$ cat config.mk
export PLATFORM = sky130hd
export DESIGN_NAME = rs_issue_scheduler_flat
export DESIGN_NICKNAME = d
export VERILOG_FILES = /design/src/rtl/rs_issue_scheduler_if.sv /design/src/rtl/rs_issue_scheduler.sv /design/src/flat_wrapper.sv
export SDC_FILE = /design/constraint.sdc
export NUM_CORES = 1
export LEC_CHECK = 0
export BUFFER_PORTS_ARGS = -buffer_cell sky130_fd_sc_hd__buf_2
export CAP_MARGIN = 40
export CORE_ASPECT_RATIO = 1.1
export CORE_MARGIN = 2
export CORE_UTILIZATION = 64
export DETAILED_ROUTE_END_ITERATION = 10
export GPL_TIMING_DRIVEN = 0
export PLACE_DENSITY_LB_ADDON = 0.1
export SLEW_MARGIN = 0
export SYNTH_ARGS = -nofsm -noshare
export SYNTH_HDL_FRONTEND = slang
export SYNTH_HIERARCHICAL = 1
export SYNTH_SLANG_ARGS = --single-unit
$ cat constraint.sdc
create_clock -name clk_i -period 29.4 [get_ports clk_i]
set_clock_uncertainty 0.1 [all_clocks]
set_input_delay 2.94 -clock clk_i [delete_from_list [all_inputs] [get_ports clk_i]]
set_output_delay 2.94 -clock clk_i [all_outputs]
set_load 0.01 [all_outputs]
$ cat src/rtl/rs_issue_scheduler_if.sv
// Issue-scheduler bus: RS ready/select/tag inputs, ALU/ACU handshakes, in-flight marks.
interface rs_issue_scheduler_if #(
  parameter int SIZE  = 15,
  parameter int TAG_W = 4,
  parameter int IDX_W = 4
);
  logic [SIZE-1:0]       ready;
  logic [SIZE-1:0]       acu_operation;
  logic [SIZE*TAG_W-1:0] entry_tag;
  logic [TAG_W-1:0]      rob_front;
  logic                  flush_valid;
  logic [SIZE-1:0]       clear;
  logic                  alu_ready;
  logic                  acu_ready;
  logic                  alu_valid;
  logic [IDX_W-1:0]      alu_idx;
  logic                  acu_valid;
  logic [IDX_W-1:0]      acu_idx;
  logic [SIZE-1:0]       in_flight;

  modport slave (
    input  ready, acu_operation, entry_tag, rob_front, flush_valid, clear,
           alu_ready, acu_ready,
    output alu_valid, alu_idx, acu_valid, acu_idx, in_flight
  );

  modport master (
    output ready, acu_operation, entry_tag, rob_front, flush_valid, clear,
           alu_ready, acu_ready,
    input  alu_valid, alu_idx, acu_valid, acu_idx, in_flight
  );
endinterface

$ cat src/rtl/rs_issue_scheduler.sv
// Oldest-first issue of ready RS entries to the ALU and ACU, one registered port per unit.
// Optional RS_ISSUE_STATS_EN adds saturating issue/stall counters.

module rs_issue_unit #(
  parameter int SIZE     = 15,
  parameter int ROB_SIZE = 15,
  parameter int TAG_W    = 4,
  parameter int IDX_W    = 4
) (
  input  logic                  clk_i,
  input  logic                  rst_ni,
  input  logic [SIZE-1:0]       cand_i,
  input  logic [SIZE*TAG_W-1:0] entry_tag_i,
  input  logic [TAG_W-1:0]      rob_front_i,
  input  logic                  flush_i,
  input  logic                  rdy_i,
  output logic                  valid_o,
  output logic [IDX_W-1:0]      idx_o,
  output logic [SIZE-1:0]       cap_mask_o
);
  localparam int AW = TAG_W + 1;

  typedef enum logic {EMPTY, HOLD} state_e;

  state_e           state_q, state_d;
  logic [IDX_W-1:0] idx_q, idx_d;
  logic             cap;

  logic [SIZE-1:0][AW-1:0] age;
  logic [SIZE-1:0][AW-1:0] sum;
  logic                    any;
  logic [IDX_W-1:0]        win;
  logic [AW-1:0]           best;

  // Age = distance from rob_front; a tag just below the front wraps to ROB_SIZE-1.
  for (genvar i = 0; i < SIZE; i++) begin : g_age
    assign sum[i] = {1'b0, entry_tag_i[i*TAG_W +: TAG_W]} + AW'(ROB_SIZE)
                  - {1'b0, rob_front_i};
    assign age[i] = (sum[i] >= AW'(ROB_SIZE)) ? sum[i] - AW'(ROB_SIZE) : sum[i];
  end

  // Ascending scan with strict compare keeps the lower index on equal age.
  always_comb begin
    any  = 1'b0;
    win  = '0;
    best = '1;
    for (int i = 0; i < SIZE; i++) begin
      if (cand_i[i] && (!any || age[i] < best)) begin
        any  = 1'b1;
        best = age[i];
        win  = IDX_W'(i);
      end
    end
  end

  always_comb begin
    state_d = state_q;
    idx_d   = idx_q;
    cap     = 1'b0;
    if (flush_i) begin
      state_d = EMPTY;
    end else begin
      case (state_q)
        EMPTY: if (any) begin
          cap     = 1'b1;
          idx_d   = win;
          state_d = HOLD;
        end
        HOLD: if (rdy_i) begin
          if (any) begin
            cap   = 1'b1;
            idx_d = win;
          end else begin
            state_d = EMPTY;
          end
        end
        default: state_d = EMPTY;
      endcase
    end
  end

  always_ff @(posedge clk_i or negedge rst_ni) begin
    if (!rst_ni) begin
      state_q <= EMPTY;
      idx_q   <= '0;
    end else begin
      state_q <= state_d;
      idx_q   <= idx_d;
    end
  end

  assign valid_o    = (state_q == HOLD);
  assign idx_o      = idx_q;
  assign cap_mask_o = cap ? (SIZE'(1) << idx_d) : '0;
endmodule

module rs_issue_scheduler #(
  parameter int SIZE     = 15,
  parameter int ROB_SIZE = 15,
  parameter int TAG_W    = 4,
  parameter int IDX_W    = 4
) (
  input  logic                clk_i,
  input  logic                rst_ni,
`ifdef RS_ISSUE_STATS_EN
  output logic [31:0]         alu_issue_cnt_o,
  output logic [31:0]         acu_issue_cnt_o,
  output logic [31:0]         stall_cnt_o,
`endif
  rs_issue_scheduler_if.slave bus
);
  localparam int NUM_UNITS = 2;  // 0 = ALU, 1 = ACU

  logic [NUM_UNITS-1:0][SIZE-1:0]  cand;
  logic [NUM_UNITS-1:0][SIZE-1:0]  cap_mask;
  logic [NUM_UNITS-1:0]            rdy;
  logic [NUM_UNITS-1:0]            vld;
  logic [NUM_UNITS-1:0][IDX_W-1:0] idx;
  logic [SIZE-1:0]                 in_flight_q, in_flight_d;

  // Disjoint candidate sets guarantee the two units never pick the same entry.
  assign cand[0] = bus.ready & ~in_flight_q & ~bus.acu_operation;
  assign cand[1] = bus.ready & ~in_flight_q &  bus.acu_operation;
  assign rdy     = {bus.acu_ready, bus.alu_ready};

  for (genvar u = 0; u < NUM_UNITS; u++) begin : g_unit
    rs_issue_unit #(
      .SIZE(SIZE), .ROB_SIZE(ROB_SIZE), .TAG_W(TAG_W), .IDX_W(IDX_W)
    ) u_unit (
      .clk_i       (clk_i),
      .rst_ni      (rst_ni),
      .cand_i      (cand[u]),
      .entry_tag_i (bus.entry_tag),
      .rob_front_i (bus.rob_front),
      .flush_i     (bus.flush_valid),
      .rdy_i       (rdy[u]),
      .valid_o     (vld[u]),
      .idx_o       (idx[u]),
      .cap_mask_o  (cap_mask[u])
    );
  end

  // Capture is ORed in after clear so a same-edge capture keeps the mark set.
  always_comb begin
    in_flight_d = (in_flight_q & ~bus.clear) | cap_mask[0] | cap_mask[1];
    if (bus.flush_valid) in_flight_d = '0;
  end

  always_ff @(posedge clk_i or negedge rst_ni) begin
    if (!rst_ni) in_flight_q <= '0;
    else         in_flight_q <= in_flight_d;
  end

  assign bus.alu_valid = vld[0];
  assign bus.alu_idx   = idx[0];
  assign bus.acu_valid = vld[1];
  assign bus.acu_idx   = idx[1];
  assign bus.in_flight = in_flight_q;

`ifdef RS_ISSUE_STATS_EN
  logic [NUM_UNITS-1:0] fire;
  logic                 stall;
  logic [31:0]          alu_cnt_q, acu_cnt_q, stall_cnt_q;

  // A handshake coinciding with flush is dropped, so it is not counted.
  assign fire  = vld & rdy & {NUM_UNITS{~bus.flush_valid}};
  assign stall = |(vld & ~rdy);

  always_ff @(posedge clk_i or negedge rst_ni) begin
    if (!rst_ni) begin
      alu_cnt_q   <= '0;
      acu_cnt_q   <= '0;
      stall_cnt_q <= '0;
    end else begin
      if (fire[0] && alu_cnt_q   != '1) alu_cnt_q   <= alu_cnt_q + 32'd1;
      if (fire[1] && acu_cnt_q   != '1) acu_cnt_q   <= acu_cnt_q + 32'd1;
      if (stall   && stall_cnt_q != '1) stall_cnt_q <= stall_cnt_q + 32'd1;
    end
  end

  assign alu_issue_cnt_o = alu_cnt_q;
  assign acu_issue_cnt_o = acu_cnt_q;
  assign stall_cnt_o     = stall_cnt_q;
`endif
endmodule
$ cat src/flat_wrapper.sv
// flat-port wrapper written by rule: the top's interface ports become plain ports
module rs_issue_scheduler_flat 
#(
  parameter int SIZE     = 15,
  parameter int ROB_SIZE = 15,
  parameter int TAG_W    = 4,
  parameter int IDX_W    = 4
)
  (clk_i, rst_ni, bus_ready, bus_acu_operation, bus_entry_tag, bus_rob_front, bus_flush_valid, bus_clear, bus_alu_ready, bus_acu_ready, bus_alu_valid, bus_alu_idx, bus_acu_valid, bus_acu_idx, bus_in_flight);
  rs_issue_scheduler_if #(.SIZE(SIZE), .TAG_W(TAG_W), .IDX_W(IDX_W)) bus_i ();
  input  logic clk_i;
  input  logic rst_ni;
  input wire logic [$bits(bus_i.ready)-1:0] bus_ready;
  input wire logic [$bits(bus_i.acu_operation)-1:0] bus_acu_operation;
  input wire logic [$bits(bus_i.entry_tag)-1:0] bus_entry_tag;
  input wire logic [$bits(bus_i.rob_front)-1:0] bus_rob_front;
  input wire logic [$bits(bus_i.flush_valid)-1:0] bus_flush_valid;
  input wire logic [$bits(bus_i.clear)-1:0] bus_clear;
  input wire logic [$bits(bus_i.alu_ready)-1:0] bus_alu_ready;
  input wire logic [$bits(bus_i.acu_ready)-1:0] bus_acu_ready;
  output wire logic [$bits(bus_i.alu_valid)-1:0] bus_alu_valid;
  output wire logic [$bits(bus_i.alu_idx)-1:0] bus_alu_idx;
  output wire logic [$bits(bus_i.acu_valid)-1:0] bus_acu_valid;
  output wire logic [$bits(bus_i.acu_idx)-1:0] bus_acu_idx;
  output wire logic [$bits(bus_i.in_flight)-1:0] bus_in_flight;
  assign bus_i.ready = bus_ready;
  assign bus_i.acu_operation = bus_acu_operation;
  assign bus_i.entry_tag = bus_entry_tag;
  assign bus_i.rob_front = bus_rob_front;
  assign bus_i.flush_valid = bus_flush_valid;
  assign bus_i.clear = bus_clear;
  assign bus_i.alu_ready = bus_alu_ready;
  assign bus_i.acu_ready = bus_acu_ready;
  assign bus_alu_valid = bus_i.alu_valid;
  assign bus_alu_idx = bus_i.alu_idx;
  assign bus_acu_valid = bus_i.acu_valid;
  assign bus_acu_idx = bus_i.acu_idx;
  assign bus_in_flight = bus_i.in_flight;
  rs_issue_scheduler #(.SIZE(SIZE), .ROB_SIZE(ROB_SIZE), .TAG_W(TAG_W), .IDX_W(IDX_W)) u_core (.clk_i(clk_i), .rst_ni(rst_ni), .bus(bus_i));
endmodule
==> impl_metrics.toml <==
[status]
status = "finished with violations"
violations = "negative setup slack"

[cells_and_area]
final_util = 0.839
drive_above_1_share = 0.307
finalNetCount = 2857
stdcell_count = 2736
syn_to_final_growth_pct = 30.1
design_area_um2 = 20400

[clock_tree]
clock_path_buffers = 2
hold_buffers = 0
cts_root_buffer = "clkbuf_16"
cts_max_level = 1
numCtsBuffers = 3
cts.sinks = 25
clk_latency_ns = 0.27
clkTransAtPathRegs_ns = 0.07
cts_tree = "built"

[global_routing]
grt_overflow = 0
grt_max_degree = 26
first_global_vias = 16100
grt_util_all_layers = 0.377
grt_pass1_wl_um = 80300
antenna_found_initial = 7

[placed_design]
io_buffers = 138
gp_congestion = 0.981
dp_cells = 2504
dp_slack_ns = -4.78
place_area_um2 = 16800
dp_hpwl_um = 41000

[critical_path]
cp_data_arrival_time_ns = 30.07
cp-end-kind = "flop"
cp_slowest_stage_delay_ns = 0.44
worst_setup_path_start_kind = "primary input"
cp_common_cell = "a21o_1"
crit_required_ns = 29.48
worstPathMaxFanout = 8
path_class = "primary input to flop"
cpMaxStageDelayCell = "or3_4"

[routing]
drtPass1Iterations = 6
totalWireLength_um = 58900
vias = 18400
wire_per_inst_um = 21.5
initialDrtViolationCount = 2019
drc_errors = 0
routed_via_density = 6.73
antenna_left = 0

[timing]
period_share = 1.02
tightestPinTransition_ns = 1.09
slew-limit-headroom = 0.272
finalHoldWorstSlack_ns = 0.420
hold_viol = 0
fin_ws_ns = -0.597
period_minus_slack_ns = 30.00
setup_viol = 19
drv_slew = 0
rsz0062_at_grt = "true"
max_freq_mhz = 33.3

[power_and_ir_drop]
leakage_uw = 0.00993
powerDensity_nw_per_um2 = 99.8
ir_worst_vdd_uv = 92.2

[logic_synthesis]
yosys_warnings = 6
yosysTopAreaCell = "ha_1"
ys.flop_type = "dfrtp_1"
syn_inst = 2047
synth.avg_cell_area_um2 = 7.64
synth_common_cells = "ha_1 (292), inv_1 (182), nor2_1 (170)"
syn-cell-area_um2 = 15600
ys_types = 112
ys_seq_elements = 25
syn_nets = 2483
synth_top_area_frac = 0.234
synth_most_common_cell = "ha_1"
yosysSeqAreaShare = 0.0400
synth_edf_count = 0
synthTopCellsByArea = "ha_1 (23%), xnor2_1 (5.0%), a21oi_1 (4.6%), a21o_1 (4.6%), inv_1 (4.4%)"
async_flop_share = 1.00

[floorplan]
initial_core_util = 0.645
fp-row-count = 60
fp.dieW_um = 153
core_um2 = 24200
die_area_um2 = 25700
die_h_um = 168
io_pins = 139

[hold_path]
hold_class = "flop to flop"

[job]
drv_cap = 0
layout make-up:
| class | count | area, um2 |
|---|---|---|
| fill | 1489 | 3890 |
| buffer | 12 | 118 |
| tap | 310 | 388 |
| clock buffer | 3 | 75.1 |
| inverter | 184 | 728 |
| clock inverter | 1 | 7.51 |
| multi-input combinational | 1824 | 15800 |
| antenna | 6 | 15.0 |
| timing repair buffer | 371 | 2610 |
| sequential | 25 | 626 |
critical path: cells and delay by family:
kind	cells	cell delay, ns
fa+ha+maj	16	4.09
mux	4	1.09
buf+inv	19	2.62
compound gates	76	14.69
simple gates	30	4.60
timing repair:
item	CTS	global route
resized for setup	143	224
pin swaps	41	182
setup endpoints to repair	23	23
cloned	2	2
setup buffers	99	124
cell families after synthesis:
| logic type | synth area share |
|---|---|
| multiplexers | 0.0470 |
| buffers and inverters | 0.0508 |
| XOR/XNOR | 0.0577 |
| AND/OR/NAND/NOR | 0.261 |
| adder cells (fa/ha/maj) | 0.272 |
| AO/OA/AOI/OAI | 0.271 |
| flip-flops | 0.0400 |
power breakdown:
group | total [uW] | internal, uW | switching (uW)
sequential | 57.2 | 45.1 | 12.1
clock | 32.1 | 18.5 | 13.6
combinational | 1940 | 904 | 1040
total | 2030 | 968 | 1060
flip-flops by register name, indices dropped and copies added, names as in the netlist:
name,cells
u_core/g_unit.u_unit/idx_o,8
u_core/bus.in_flight,15
u_core/g_unit.u_unit/valid_o,2
placed cells by master (no fill, tap or decap), drive strengths merged, types with 14 or more instances in the layout:
| master | n |
|---|---|
| nand2b | 78 |
| nor3b | 26 |
| o21a | 42 |
| or2 | 14 |
| nor4 | 14 |
| nand3 | 36 |
| mux2i | 33 |
| nor2 | 172 |
| xor2 | 14 |
| and2 | 31 |
| dfrtp | 25 |
| a21o | 96 |
| o211ai | 24 |
| fa | 30 |
| a21oi | 151 |
| mux2 | 36 |
| nor3 | 40 |
| nand4 | 25 |
| o21ai | 100 |
| nor2b | 54 |
| nand2 | 115 |
| and3b | 16 |
| or3 | 22 |
| xnor2 | 89 |
| inv | 176 |
| a211oi | 36 |
| ha | 292 |
| buf | 380 |
| and3 | 68 |
per-layer routing:
metal,part of all wire,track usage,vias to the layer above
li1,-,-,8297
met1,0.39,0.517,8676
met5,0.00022,0,-
met4,0.044,0.107,2
met3,0.093,0.0322,264
met2,0.47,0.634,1171
path summary, 6_finish.rpt:
check / slack, ns / end / startpoint / depth (start not counted)
max: -0.60 / u_core/bus.in_flight[3] / bus_rob_front[1] / 145
min: 0.42 / u_core/g_unit[1].u_unit/idx_o[3] / u_core/g_unit[1].u_unit/idx_o[3] / 1
max reg2reg: 3.06 / u_core/bus.in_flight[3] / u_core/bus.in_flight[0] / 138
min reg2reg: 0.42 / u_core/g_unit[1].u_unit/idx_o[3] / u_core/g_unit[1].u_unit/idx_o[3] / 1
max in group asynchronous: 26.19 / u_core/bus.in_flight[5] / rst_ni / 1
min in group asynchronous: 2.58 / u_core/bus.in_flight[14] / rst_ni / 1
per-stage QoR:
step	TNS [ns]	total power, uW
2_1_floorplan	0	1040
3_3_place_gp	-107.35	1280
3_5_place_dp	-101.26	1320
4_1_cts	0	1520
5_1_grt	-19.85	2150
6_report	-7.63	2030
(Power assumes the default switching activity.)
